File: src/rtl/mid_layer_seq.sv
// mid_layer_seq: issues N_MID hidden-neuron reads through the shared datapath and writes each oSUM to the result buffer
// Ports:
//   iCLK, iRST_N           clock, asynchronous active-low reset
//   iSTART                 run request, honoured only in IDLE
//   oBUSY                  run in progress (ISSUE, DRAIN, DONE)
//   oX_LOAD                one-cycle pulse that freezes the input-vector registers
//   oW_REN, oW_RADDR       weight-memory read enable / neuron index
//   iSUM                   datapath oSUM, valid PIPE_LAT cycles after a read
//   oRES_WE, oRES_ADDR,    result-buffer write port
//   oRES_DATA
//   oDONE                  one-cycle pulse after the last result is written
module mid_layer_seq #(
    parameter int N_MID    = 4,
    parameter int MULT_LAT = 5,
    parameter int SUM_LAT  = 14,
    parameter int IW       = (N_MID > 1) ? $clog2(N_MID) : 1
) (
    input  logic          iCLK,
    input  logic          iRST_N,
    input  logic          iSTART,
    output logic          oBUSY,
    output logic          oX_LOAD,
    output logic          oW_REN,
    output logic [IW-1:0] oW_RADDR,
    input  logic [31:0]   iSUM,
    output logic          oRES_WE,
    output logic [IW-1:0] oRES_ADDR,
    output logic [31:0]   oRES_DATA,
    output logic          oDONE
);
    localparam int PIPE_LAT = 1 + MULT_LAT + SUM_LAT;
    typedef enum logic [1:0] {IDLE, ISSUE, DRAIN, DONE} state_t;
    state_t              state_q, state_d;
    logic [IW-1:0]       cnt_q, cnt_d;
    logic [PIPE_LAT-1:0] vld_q;
    logic [IW-1:0]       idx_q [PIPE_LAT];
    logic                res_we_q;
    logic [IW-1:0]       res_addr_q;
    logic [31:0]         res_data_q;
    logic                last_wr;
    assign last_wr   = res_we_q && (res_addr_q == IW'(N_MID - 1));
    assign oBUSY     = state_q != IDLE;
    assign oX_LOAD   = (state_q == IDLE) && iSTART;
    assign oW_REN    = state_q == ISSUE;
    assign oW_RADDR  = oW_REN ? cnt_q : '0;
    assign oRES_WE   = res_we_q;
    assign oRES_ADDR = res_addr_q;
    assign oRES_DATA = res_data_q;
    assign oDONE     = state_q == DONE;
    always_comb begin
        state_d = state_q;
        cnt_d   = cnt_q;
        case (state_q)
            IDLE: begin
                if (iSTART) begin
                    state_d = ISSUE;
                    cnt_d   = '0;
                end
            end
            ISSUE: begin
                cnt_d   = cnt_q + 1'b1;
                state_d = (cnt_q == IW'(N_MID - 1)) ? DRAIN : ISSUE;
            end
            DRAIN:   state_d = last_wr ? DONE : DRAIN;
            DONE:    state_d = IDLE;
            default: state_d = IDLE;
        endcase
    end
    always_ff @(posedge iCLK or negedge iRST_N) begin
        if (!iRST_N) begin
            state_q <= IDLE;
            cnt_q   <= '0;
        end else begin
            state_q <= state_d;
            cnt_q   <= cnt_d;
        end
    end
    // Tagged valid delay line matching the datapath latency; the tail lines up with iSUM.
    always_ff @(posedge iCLK or negedge iRST_N) begin
        if (!iRST_N) begin
            vld_q <= '0;
            for (int k = 0; k < PIPE_LAT; k++) idx_q[k] <= '0;
        end else begin
            vld_q[0] <= oW_REN;
            idx_q[0] <= oW_RADDR;
            for (int k = 1; k < PIPE_LAT; k++) begin
                vld_q[k] <= vld_q[k-1];
                idx_q[k] <= idx_q[k-1];
            end
        end
    end
    // Register the result so the buffer sees a clean write one cycle after iSUM is valid.
    always_ff @(posedge iCLK or negedge iRST_N) begin
        if (!iRST_N) begin
            res_we_q   <= 1'b0;
            res_addr_q <= '0;
            res_data_q <= '0;
        end else begin
            res_we_q <= vld_q[PIPE_LAT-1];
            if (vld_q[PIPE_LAT-1]) begin
                res_addr_q <= idx_q[PIPE_LAT-1];
                res_data_q <= iSUM;
            end
        end
    end
endmodule
File: config.mk
export PLATFORM = sky130hd
export DESIGN_NAME = mid_layer_seq
export DESIGN_NICKNAME = d
export VERILOG_FILES = /design/src/rtl/mid_layer_seq.sv
export SDC_FILE = /design/constraint.sdc
export NUM_CORES = 1
export LEC_CHECK = 0
export ABC_AREA = 1
export CAP_MARGIN = 20
export CELL_PAD_IN_SITES_DETAIL_PLACEMENT = 0
export CELL_PAD_IN_SITES_GLOBAL_PLACEMENT = 1
export CORE_MARGIN = 3
export CORE_UTILIZATION = 40
export CTS_BUF_LIST = sky130_fd_sc_hd__clkbuf_2 sky130_fd_sc_hd__clkbuf_4 sky130_fd_sc_hd__clkbuf_8
export CTS_CLUSTER_SIZE = 10
export DETAILED_ROUTE_END_ITERATION = 12
export HOLD_SLACK_MARGIN = 0.1
export PLACE_DENSITY_LB_ADDON = 0.1
export SKIP_LAST_GASP = 1
export SYNTH_ARGS = -nofsm -noshare
export SYNTH_HDL_FRONTEND = slang
export SYNTH_SLANG_ARGS = --single-unit
File: constraint.sdc
create_clock -name iCLK -period 1.2 [get_ports iCLK]
set_input_delay 0.12 -clock iCLK [delete_from_list [all_inputs] [get_ports iCLK]]
set_output_delay 0.12 -clock iCLK [all_outputs]
set_load 0.005 [all_outputs]
==> flow_summary.ini <==
[routing]
via_per_inst = 4.26
avgRoutedWirePerCell_um = 12.0
drc = 0
drtAntennaViolNets = 0
drt_iter0_drc = 90
drt_wl_total_um = 5380
drtPass1Iterations = 3
vias = 1918

[yosys]
synthCells = 238
synth_warnings = 0
synth_fp_nets = 274
yosysUniqueCellTypes = 14
ys_ff_latch = 99
synth_area_mm2 = 0.00315
synth_seq_area_share = 0.786
syn_area_per_cell_um2 = 13.2

[timing]
tightestPinTransition_ns = 0.290
hold_viol = 0
setup_viol = 7
setup_slack_ns = -0.214
fin_crit_sh = 1.18
final.setup_skew_ns = 0.0100
finalCriticalPeriod_ns = 1.41
maxSlewHeadroom = 0.807
setup_tns_ns = -1.09
drv_slew = 0
rsz0062_at_grt = true
fmax_ghz = 0.707

[clocking]
clk_path_buf_depth = 2
clk_pin_slew_ns = 0.09
clk_latency_ns = 0.34
root_buffer = clkbuf_8
clock_sinks = 99
cts_tree = yes
htreeDepth = 3
cts_buffers = 9

[power]
power_density_mw_per_mm2 = 2490
seq_power_share = 0.498
p_int_mw = 7.55
p_comb_frac = 0.327
switching_share = 0.309
power_mw = 10.9
power_leakage_nw = 2.23
clkPwrFrac = 0.175
vdd_drop_max_mv = 1.61
power.switching_mw = 3.38

[die]
fp-row-count = 31
coreArea_mm2 = 0.00745
initial_utilization = 0.423
pin_count = 76
die_w_um = 94.8
die_h_um = 94.8
die_area_mm2 = 0.00898

[grt]
overflow = 0
grt_pass1_wl_um = 9180
track_usage = 0.135
grt_pass1_vias = 1945
antenna_found_initial = 0
grt_max_degree = 47

[worst_setup_path]
crit_path_cell_trace = buf_6, nor2_4, inv_2, nor2_2, buf_2
endpoint_kind = output pin
r2r_slack_ns = -0.03
start_kind = register
cp_slowest_stage_delay_ns = 0.42
worstPathRequired_ns = 1.08
crit_fanout = 3
cp_num_buf_inv = 3
rr_worst_depth = 7
worstSetupPathType = reg2out
cp_num_cells = 5
critical_path_arrival_ns = 1.29
cpLargestDelayFamily = flip-flops
crit_slowest_cell = dfrtp_1

[outcome]
violations = setup timing
status = finished, violations left

[place]
hpwl_um = 3420
port_buffers = 75
gp_congestion = 0.682

[hold_path]
hold_class = in2async

[cells_and_area]
diodes = 0
final_layout_size_suffix_gt1_frac = 0.245
syn_to_final_growth_pct = 39.5
nets = 382

[run]
maxCapViolCount = 0
[synth_stat cells, drive strengths merged]
cell   number  area share
dfrtp      99        0.79
o21ai      37       0.071
nor2        5      0.0083
buf         7       0.016
nand3       2      0.0032
inv        42       0.050
nand2      45       0.062
ha          1      0.0040
[layout by cell type (no fill, tap or decap)]
cell type / instances
buf_2: 4
dfrtp_1: 98
clkbuf_8: 9
dfrtp_2: 1
nor2_4: 1
clkinv_4: 1
inv_2: 3
o21ai_0: 14
o21ai_1: 10
dlygate4sd3_1: 1
nor2_2: 2
buf_4: 20
inv_4: 1
dlygate4sd2_1: 35
clkinv_2: 1
inv_1: 38
nand3_1: 2
clkinvlp_4: 1
buf_6: 7
clkbuf_2: 1
nor2_1: 2
buf_12: 3
inv_6: 4
ha_1: 1
nand2_1: 31
nand2_2: 14
clkdlybuf4s50_1: 33
o21ai_2: 13
[kinds of logic after synthesis]
kind of cell | count (synthesis) | synth area share
compound gates | 37 | 0.0707
fa+ha+maj | 1 | 0.00397
buf+inv | 49 | 0.0659
flops | 99 | 0.786
simple gates | 52 | 0.0731
[power groups by stage]
stage | registers [mW] | logic, mW | clock network [mW]
detailed placement | 5.56 | 3.43 | 0
global route | 5.64 | 4.03 | 2.16
finish | 5.44 | 3.57 | 1.92
floorplan | 5.49 | 1.36 | 0
CTS | 5.46 | 3.42 | 2.01
global placement | 5.51 | 3.42 | 0
[through the flow]
stage          hold WS (ns)  worst slack [ns]  utilization  std cells  cell area [um2]
3_3_place_gp        -0.0158            -0.165        0.551        417             4100
5_1_grt               0.155            -0.291        0.590        450             4400
6_report              0.163            -0.214        0.590        450             4400
4_1_cts               0.144            -0.224        0.584        447             4350
2_1_floorplan        -0.176             0.288            -        238             3150
3_5_place_dp        -0.0160            -0.158        0.551        417             4100
[metal layers]
metal	vias up	part of all wire	track usage	routed length [um]
li1	938	-	-	-
met1	924	0.46	0.191	2460
met2	46	0.46	0.193	2490
met3	10	0.060	0.0311	324
met4	0	0.020	0.0721	110
met5	-	0	0	0
[layout make-up]
type / instances / area, um2
flip-flops and latches: 99 / 2480
inverters: 42 / 160
fillers: 659 / 3050
repair buffers: 104 / 961
well taps: 99 / 124
clock buffers: 9 / 124
multi-input cells: 90 / 492
clock inverters: 7 / 56.3
[registers in the layout (all words and copies together) (netlist names), named ones only]
name       cells
vld_q         20
oRES_WE        1
cnt_q          2
oRES_DATA     32
idx_q         40
state_q        1
oRES_ADDR      2
[worst reg2reg max path, cell delays in order, from the launching register on]
cell and delay (ns):
dfrtp_1 0.42, buf_4 0.15, buf_6 0.10, buf_6 0.10
buf_4 0.13, o21ai_2 0.09, nand2_1 0.06, nor2_1 0.11
[worst paths after layout]
| path | endpoint |
|---|---|
| min reg2reg | idx_q[11] |
| max reg2reg | state_q[0] |
| max | oW_RADDR[0] |
| max in group asynchronous | async pin |
| min in group iCLK | oRES_DATA[22] |
| min | oRES_DATA[4] |
[timing repair]
action	4_1_cts	5_1_grt
setup buffers	13	6
gates cloned	0	0
hold buffers	1	0
endpoints found under the hold margin	99	0
gates resized for setup	69	15
pin swaps	5	8
setup endpoints to repair	41	10
Note: power is estimated with default switching activity, not from simulation.
